## src/rtl/stream_cipher_engine_pkg.sv

```systemverilog
// Shared definitions for the stream cipher engine: FSM state encodings, mode
// constants and width-generic rotate helpers (usable for widths up to MAX_W).
package stream_cipher_engine_pkg;

    typedef enum logic [1:0] {
        ST_IDLE = 2'd0,
        ST_RUN  = 2'd1,
        ST_DONE = 2'd2
    } state_t;

    localparam logic MODE_ENC = 1'b0;
    localparam logic MODE_DEC = 1'b1;

    localparam int unsigned MAX_W = 64;

    function automatic logic [MAX_W-1:0] width_mask(input int unsigned w);
        logic [MAX_W-1:0] m;
        if (w >= MAX_W) m = '1;
        else            m = (MAX_W'(1) << w) - MAX_W'(1);
        return m;
    endfunction

    // The value is duplicated side by side so a plain shift yields the rotation.
    function automatic logic [MAX_W-1:0] rotl(input logic [MAX_W-1:0] x,
                                              input int unsigned sh,
                                              input int unsigned w);
        logic [2*MAX_W-1:0] d;
        logic [MAX_W-1:0]   v;
        v = x & width_mask(w);
        d = {{MAX_W{1'b0}}, v} | ({{MAX_W{1'b0}}, v} << w);
        d = d << sh;
        return MAX_W'(d >> w) & width_mask(w);
    endfunction

    function automatic logic [MAX_W-1:0] rotr(input logic [MAX_W-1:0] x,
                                              input int unsigned sh,
                                              input int unsigned w);
        logic [2*MAX_W-1:0] d;
        logic [MAX_W-1:0]   v;
        v = x & width_mask(w);
        d = {{MAX_W{1'b0}}, v} | ({{MAX_W{1'b0}}, v} << w);
        d = d >> sh;
        return MAX_W'(d) & width_mask(w);
    endfunction

endpackage

```

## src/rtl/stream_cipher_engine_round.sv

```systemverilog
// One combinational cipher round in either direction, including the round-key
// derivation k_r = rotl(key, r mod WIDTH) ^ r.
module cipher_round
    import stream_cipher_engine_pkg::*;
#(
    parameter int WIDTH = 8,
    parameter int ROT   = 1,
    parameter int RW    = 3
) (
    input  logic [WIDTH-1:0] x,
    input  logic [WIDTH-1:0] key,
    input  logic [RW-1:0]    r,
    input  logic             mode,
    output logic [WIDTH-1:0] x_next
);

    localparam int unsigned W_U   = WIDTH;
    localparam int unsigned ROT_U = ROT;

    logic [31:0]      amt;
    logic [WIDTH-1:0] r_ext;
    logic [WIDTH-1:0] rk;
    logic [WIDTH-1:0] mixed;
    logic [WIDTH-1:0] diff;
    logic [WIDTH-1:0] rot_enc;
    logic [WIDTH-1:0] rot_dec;

    // Intermediates keep the subtract at WIDTH bits so the borrow is dropped.
    always_comb begin
        amt     = 32'(r) % 32'(WIDTH);
        r_ext   = WIDTH'(r);
        rk      = WIDTH'(rotl(MAX_W'(key), amt, W_U)) ^ r_ext;
        mixed   = x ^ rk;
        diff    = x - rk;
        rot_enc = WIDTH'(rotl(MAX_W'(mixed), ROT_U, W_U));
        rot_dec = WIDTH'(rotr(MAX_W'(diff), ROT_U, W_U));
        if (mode == MODE_ENC) x_next = rot_enc + rk;
        else                  x_next = rot_dec ^ rk;
    end

endmodule

```

## src/rtl/stream_cipher_engine.sv

```systemverilog
// Iterative keyed cipher engine: accepts one word, runs ROUNDS rounds (one per
// cycle) forward or backward, then holds the result until the sink takes it.
module stream_cipher_engine
    import stream_cipher_engine_pkg::*;
#(
    parameter int WIDTH  = 8,
    parameter int ROUNDS = 4,
    parameter int ROT    = 1
) (
    input  logic             clk,
    input  logic             reset,
    input  logic             in_valid,
    output logic             in_ready,
    input  logic [WIDTH-1:0] in_data,
    input  logic [WIDTH-1:0] in_key,
    input  logic             in_mode,
    output logic             out_valid,
    input  logic             out_ready,
    output logic [WIDTH-1:0] out_data,
    output logic             busy
);

    // Handshake: a word moves on a rising edge where valid and ready are both
    // high; out_valid/out_data never change while out_valid=1 and out_ready=0.

    localparam int CW = $clog2(ROUNDS + 1);
    localparam logic [CW-1:0] CNT_LAST = CW'(ROUNDS - 1);

    state_t           state_q, state_d;
    logic [WIDTH-1:0] data_q, data_d;
    logic [WIDTH-1:0] key_q, key_d;
    logic             mode_q, mode_d;
    logic [CW-1:0]    cnt_q, cnt_d;
    logic [WIDTH-1:0] out_q, out_d;

    logic [WIDTH-1:0] round_x;
    logic             last_round;
    logic             accept;
    logic             ready_c;

    cipher_round #(
        .WIDTH (WIDTH),
        .ROT   (ROT),
        .RW    (CW)
    ) u_round (
        .x      (data_q),
        .key    (key_q),
        .r      (cnt_q),
        .mode   (mode_q),
        .x_next (round_x)
    );

    // Terminal round found by compare, so the counter never steps past its range.
    assign last_round = (mode_q == MODE_ENC) ? (cnt_q == CNT_LAST) : (cnt_q == '0);

    always_comb begin
        state_d   = state_q;
        data_d    = data_q;
        key_d     = key_q;
        mode_d    = mode_q;
        cnt_d     = cnt_q;
        out_d     = out_q;
        ready_c   = 1'b0;
        busy      = 1'b0;
        out_valid = 1'b0;
        accept    = 1'b0;

        case (state_q)
            ST_IDLE: begin
                ready_c = 1'b1;
                accept  = in_valid;
            end
            ST_RUN: begin
                busy   = 1'b1;
                data_d = round_x;
                if (last_round) begin
                    state_d = ST_DONE;
                    out_d   = round_x;
                end else if (mode_q == MODE_ENC) begin
                    cnt_d = cnt_q + CW'(1);
                end else begin
                    cnt_d = cnt_q - CW'(1);
                end
            end
            ST_DONE: begin
                out_valid = 1'b1;
                ready_c   = out_ready;
                if (out_ready) begin
                    if (in_valid) accept  = 1'b1;
                    else          state_d = ST_IDLE;
                end
            end
            default: begin
                state_d = ST_IDLE;
            end
        endcase

        if (accept) begin
            state_d = ST_RUN;
            data_d  = in_data;
            key_d   = in_key;
            mode_d  = in_mode;
            cnt_d   = (in_mode == MODE_DEC) ? CNT_LAST : '0;
        end
    end

    assign in_ready = ready_c & ~reset;
    assign out_data = out_q;

    always_ff @(posedge clk or posedge reset) begin
        if (reset) begin
            state_q <= ST_IDLE;
            data_q  <= '0;
            key_q   <= '0;
            mode_q  <= 1'b0;
            cnt_q   <= '0;
            out_q   <= '0;
        end else begin
            state_q <= state_d;
            data_q  <= data_d;
            key_q   <= key_d;
            mode_q  <= mode_d;
            cnt_q   <= cnt_d;
            out_q   <= out_d;
        end
    end

endmodule

```

## config.mk

```make
export PLATFORM = sky130hd
export DESIGN_NAME = stream_cipher_engine
export DESIGN_NICKNAME = d
export VERILOG_FILES = /design/src/rtl/stream_cipher_engine_pkg.sv /design/src/rtl/stream_cipher_engine_round.sv /design/src/rtl/stream_cipher_engine.sv
export SDC_FILE = /design/constraint.sdc
export NUM_CORES = 1
export LEC_CHECK = 0
export BUFFER_PORTS_ARGS = -buffer_cell sky130_fd_sc_hd__buf_4
export CAP_MARGIN = 20
export CORE_MARGIN = 4
export CORE_UTILIZATION = 50
export CTS_CLUSTER_SIZE = 30
export DETAILED_ROUTE_END_ITERATION = 7
export PLACE_DENSITY = 0.7
export SYNTH_ARGS = -nofsm -noshare
export SYNTH_HDL_FRONTEND = slang
export SYNTH_SLANG_ARGS = --single-unit
```

## constraint.sdc

```tcl
create_clock -name clk -period 4.3 [get_ports clk]
set_input_delay 0.43 -clock clk [delete_from_list [all_inputs] [get_ports clk]]
set_output_delay 0.43 -clock clk [all_outputs]
set_load 0.02 [all_outputs]
```

# ---- After elaboration in Yosys (flattened, before gate mapping)
# Cells that the tools add are included.
dict set report totals {
  register_bits 30
  inputBits 21
  output_inout_bits 11
  word_cells 53
}
dict set report op_classes {
  add_sub_neg 4
  n_eq_ne 8
  shifts 1
  muxes 20
  n_bitwise 8
  reduce_logical 6
}
# op count
set ops {}
lappend ops {{$shl A128 B3 Y16} 1}
lappend ops {{$mux W8} 3}
lappend ops {{$or A8 B16 Y16} 1}
lappend ops {{$xor A8 B8 Y8} 2}
lappend ops {{$or A8 B15 Y15} 1}
lappend ops {{$mux W3} 4}
lappend ops {{$mux W2} 5}
lappend ops {{$ne A3 B3 Y1 const B} 3}
lappend ops {{$or A8 B9 Y9} 1}
lappend ops {{$add A8 B8 Y8} 1}
lappend ops {{$sub A8 B8 Y8} 1}
lappend ops {{$xor A8 B3 Y8} 1}
lappend ops {{$pmux W2 S3} 1}
lappend ops {{$mux W1} 5}
lappend ops {{$pmux W1 S2} 2}
lappend ops {{$reduce_and A2 Y1} 2}
lappend ops {{$reduce_and A4 Y1} 1}
lappend ops {{$add A3 B1 Y3 const B} 1}
lappend ops {{$eq A3 B2 Y1 const B} 1}
lappend ops {{$logic_not A3 Y1} 1}
lappend ops {{$sub A3 B1 Y3 const B} 1}
lappend ops {{$eq A2 B1 Y1 const B} 1}
lappend ops {{$eq A2 B2 Y1 const B} 1}
lappend ops {{$logic_not A2 Y1} 1}
lappend ops {{5 further kinds} 5}

# ---- Depth between registers and ports, before layout
dict set report depth {
  depth_word 9
  ltp_mapped 16
  depth_no_buf 14
}

# ---- Cells and area by module
# A second synthesis with hierarchy kept.
dict set report hier_totals {
  hier_cells 246
  hier_area_um2 2549.9
}
# mod instances cells_per_inst area_each_um2 seq_area_each_um2
set by_module_without_submodules {}
lappend by_module_without_submodules {stream_cipher_engine 1 99 1337.5 750.7}
lappend by_module_without_submodules {cipher_round 1 147 1212.4 0.0}

# ---- Worst setup path before layout
# No wires, ideal clock.
dict set report synth_timing {
  path_type {register -> register}
  startpoint {register cnt_q[0]}
  endpoint {register data_q[7]}
  setup_time_ps 131
  t_arrival_ps 3141
  required_ps 4169
  setup_slack_ps 1029
  path_stages_with_launch 15
  n_path_buf 0
  period_less_slack_ps 3271
  cell_sequence {dfrtp_1 -> mux4_1 -> nand2_1 -> o21ai_0 -> ha_1 -> inv_1 -> ha_1 -> o21ai_0 -> nand2_1 -> a21o_1 -> a21oi_1 -> a311oi_1 -> mux2i_1 -> a211o_1 -> nand3_1}
}
dict set report synth_between {
  elab_chain_cells 8
  word_cells_on_any_way 11
  cone_classes {add/sub (2); shift (1); mux (3); bitwise (5)}
}
# item line
set synth_lines {}
lappend synth_lines {{start, declared} stream_cipher_engine.sv:33} ;# logic [CW-1:0] cnt_q, cnt_d;
lappend synth_lines {{start signal, assigned} stream_cipher_engine.sv:123} ;# cnt_q <= cnt_d;
lappend synth_lines {{$shl A128 B3 Y16} stream_cipher_engine_pkg.sv:31} ;# d = d << sh;
lappend synth_lines {{$xor A8 B3 Y8 *} stream_cipher_engine_round.sv:32} ;# rk = WIDTH'(rotl(MAX_W'(key), amt, W_U)) ^ r_ext;
lappend synth_lines {{$xor A8 B8 Y8 or $sub A8 B8 Y8 (tied branches)} {stream_cipher_engine_round.sv:33, stream_cipher_engine_round.sv:34}}
lappend synth_lines {{$or A8 B15 Y15 or $or A8 B9 Y9 (tied branches)} {stream_cipher_engine_pkg.sv:30, stream_cipher_engine_pkg.sv:41}}
lappend synth_lines {{$add A8 B8 Y8 or $xor A8 B8 Y8 (tied branches)} {stream_cipher_engine_round.sv:37, stream_cipher_engine_round.sv:38}}
lappend synth_lines {{$mux W8 *} stream_cipher_engine_round.sv:37} ;# if (mode == MODE_ENC) x_next = rot_enc + rk;
lappend synth_lines {{$mux W8 *} stream_cipher_engine.sv:68} ;# case (state_q)
lappend synth_lines {{$mux W8 *} stream_cipher_engine.sv:98} ;# if (accept) begin
lappend synth_lines {{end signal, assigned} stream_cipher_engine.sv:120} ;# data_q <= data_d;
lappend synth_lines {{end, declared} stream_cipher_engine.sv:30} ;# logic [WIDTH-1:0] data_q, data_d;
# Every way passes the cells marked *; elsewhere a longest branch is shown, timed or not. The select of a mux whose other input is x is not followed.
# A chain may end at the register's enable or synchronous reset.

# ---- Final worst setup path
dict set report layout_timing {
  startpoint {register cnt_q[1]}
  endpoint {register data_q[7]}
}
# Same word-level chain as after synthesis.

==> flow_summary_export.csv <==
group,metric,value,unit
worst_setup_path,cp_cell_sequence,"buf_4 -> mux2i_1 -> a22oi_1 -> and3_1 -> nor2_1 -> xnor2_1 -> ha_1 -> o21ai_0 -> nand2_1 -> a21o_1 -> a21oi_1 -> a311oi_1 -> mux2i_1 -> a211o_1 -> nand3_1",
worst_setup_path,worstPathMaxFanout,12,
synth,sequential_area_share_after_synthesis,29.90,%
floorplan,die_area,6220,sq um
worst_setup_path,timing_worst_setup_path_type,"flip-flop to flip-flop",
final_layout,register_area,750.7,sq um
floorplan,design.core.area,4786,sq um
global_route,use_met1,28.72,%
drt,antenna_violating_nets_post_route,0,
worst_setup_path,worst_setup_path_end_kind,"flip-flop",
timing,clock_skew_after_layout,0.004269,ns
run_status,outcome,"finished clean",
final_layout,antennaDiodeCount,0,
timing,share_of_the_clock_period_used_by_the_worst_path_after_layout,88.59,%
final_layout,finish.utilization,61.18,%
synth,syn_nets,302,
drt,detail_route.wirelength,6021,um
clocking,clk_latency,0.29,ns
clocking,cts_tree,"yes",
synth,synth-async-reset-ratio,100.0,%
timing,fmax,262.5,MHz
synth,syn_area_per_cell,9.548,sq um
timing,setup_violations,0,
worst_setup_path,worst-r2r-setup-slack,0.49,ns
clocking,clock_sinks,30,
final_layout,fillers,420,
global_route,groute.usage.overall,20.71,%
timing,setup_tns,0,ns
global_route,first_pass_grt_wire_length,10090,um
drt,drt-vias-per-instance,5.771,
clocking,clock_tree.root_cell,"clkbuf_8",
timing,max_slew_violations,0,
timing,hold_violations,0,
job,cap_violations,0,
place,dpl.cell_count,354,
floorplan,rows,25,
final_layout,final-instance-count-excl-fill,362,
worst_setup_path,worst_ep_required_time,4.47,ns
drt,detail_route.iter0.violations,121,
timing,rsz0062_at_grt,"false",
synth,number_of_warnings_issued_by_yosys,0,
place,place_congestion,0.8862,
clocking,numCtsBuffers,5,
worst_setup_path,r2r.worst_path.cells,15,
floorplan,start_util,52.47,%
final_layout,syn2layout_area_growth,16.59,%
floorplan,io-pin-count,32,
clocking,post_cts_resize_count,0,
synth,ys_seq_elements,30,
global_route,antenna_found_initial,0,
clocking,clock_tree.buffer_depth,2,
synth,synth.top_cells.by_area,"dfrtp_1 (30%), ha_1 (8.5%), mux2i_1 (8.0%)",
final_layout,layout_common_cells,"buf_4 (36), dfrtp_1 (30), inv_1 (23)",
final_layout,area_of_the_multi_input_gates,1587,sq um
drt,num_vias,2089,
global_route,grt_overflow,0,
synth,yosys_top_cell_area_share,29.90,%
timing,slew_headroom,53.95,%
global_route,grt_start_max_net_pins,32,
worst_setup_path,cpMaxStageDelayCell,"dfrtp_1",
place,number_of_i_o_port_buffers,31,
worst_setup_path,crit_path_max_incr_delay,0.66,ns
floorplan,fp.dieW,78.87,um
final_layout,design.final.nets,333,
synth,dominantRegCellSynth,"dfrtp_1",
clocking,cts.clk_slew.worst_paths,0.07,ns
synth,number_of_enable_flip_flop_cells_after_synthesis,0,
worst_hold_path,holdCritPathClass,"input pin to asynchronous set/reset pin",
timing,tightest_slew,0.6882,ns
global_route,grt_busiest_layer,"met2",
drt,avgRoutedWirePerCell,16.63,um
floorplan,vertical_extent_of_the_die,78.87,um
clocking,htree_levels,2,
drt,dr.pass1.iters,4,
timing,post-route-min-period,3.809,ns
clocking,cts_hold_repair.buffers,0,
global_route,grtUsageMet2,33.02,%
global_route,grt_pass1_vias,2152,
worst_setup_path,worstSetupStartpointType,"flip-flop",
worst_setup_path,cell_with_the_most_instances_on_the_worst_path,"mux2i_1",
final_layout,layout_cells_sized_above_1,20.00,%
clocking,post-cts-setup-buffers,0,
place,detailedPlacementHpwl,4563,um
synth,post_synth_inst_count,263,
synth,yosys.area.top_type,"dfrtp_1",
final_layout,layout_commonest_cell,"buf_4",
synth,synthesis.area,2511,sq um
drt,drt_drc_violations_left,0,
timing,hold-worst-slack,0.2194,ns
global_route,met3_usage,4.422,%
synth,yosys.cell_types.count,47,
worst_setup_path,worst-endpoint-arrival,3.98,ns
[flip-flops by register name (all words and copies together), names as in the netlist]
signal    count
cnt_q         3
data_q        8
key_q         8
mode_q        1
out_data      8
state_q       2
[cell usage after synthesis, types with 2 or more instances]
| cell type | n |
|---|---|
| nor2_1 | 11 |
| ha_1 | 17 |
| o221ai_1 | 2 |
| mux2i_1 | 20 |
| o31ai_1 | 3 |
| dfrtp_1 | 30 |
| a22oi_1 | 11 |
| a31oi_1 | 6 |
| or2_2 | 2 |
| clkinv_1 | 2 |
| xnor2_1 | 15 |
| a21o_1 | 6 |
| a211o_1 | 3 |
| nor2b_1 | 3 |
| and2_1 | 3 |
| nand3_1 | 5 |
| o21ai_0 | 14 |
| mux2_2 | 9 |
| buf_2 | 3 |
| a21oi_1 | 10 |
| inv_1 | 23 |
| clkbuf_1 | 5 |
| and3_1 | 2 |
| mux4_1 | 4 |
| xor2_1 | 8 |
| nor3_1 | 2 |
| mux4_2 | 2 |
| o21ai_1 | 3 |
| buf_6 | 2 |
| nand4_1 | 2 |
| nand2_1 | 19 |
[routing by layer]
layer  part of all wire [%]  routed length (um)  up-vias
li1                       -                   -     1015
met1                     47                2805      999
met2                     46                2769       68
met3                    6.7                 403        7
met4                   0.70                  42        0
met5                      0                   0        -
[critical path: cells and delay by family, from the launching register on]
kind            cells  cell delay, ns
compound gates      6            0.99
mux                 2            0.56
buf+inv             1            0.21
flops               1            0.66
fa+ha+maj           1            0.32
simple gates        4            0.75
xor+xnor            1            0.20
[through the flow]
| step | worst slack, ns | cell area (sq um) |
|---|---|---|
| final | 0.4906 | 2928 |
| after global routing | 0.1275 | 2928 |
| after CTS | 0.5097 | 2928 |
| after detailed placement | 0.5235 | 2785 |
| after global placement | 0.6426 | 2785 |
| after floorplan | 1.029 | 2511 |
[area by class of cell]
class,instances,share of cell area [%]
multi-input combinational,196,54.19
clock inverter,2,2.051
clock buffer,6,2.821
timing repair buffer,36,9.231
inverter,25,3.205
sequential,30,25.64
tap,67,2.863
[path summary, 6_finish.rpt]
kind / startpoint / endpoint
worst max-delay path: cnt_q[1]$_DFFE_PP0P_ / data_q[7]$_DFFE_PP0P_
worst min-delay path: reset / key_q[3]$_DFFE_PP0P_
worst max register to register: cnt_q[1]$_DFFE_PP0P_ / data_q[7]$_DFFE_PP0P_
worst min register to register: out_data[0]$_DFFE_PP0P_ / out_data[0]$_DFFE_PP0P_
max in group asynchronous: reset / data_q[0]$_DFFE_PP0P_
min in group clk: in_key[3] / key_q[3]$_DFFE_PP0P_
[cell families after synthesis]
logic type | count (synthesis) | synth area share, %
flops | 30 | 29.90
simple gates | 53 | 10.16
fa+ha+maj | 18 | 9.267
xor+xnor | 23 | 8.022
buf+inv | 37 | 6.925
compound gates | 67 | 17.74
mux | 35 | 17.99
Power is left out: the tool's default activity adds up to more than one toggle a clock period on the data nets, which glitch-free logic cannot reach.
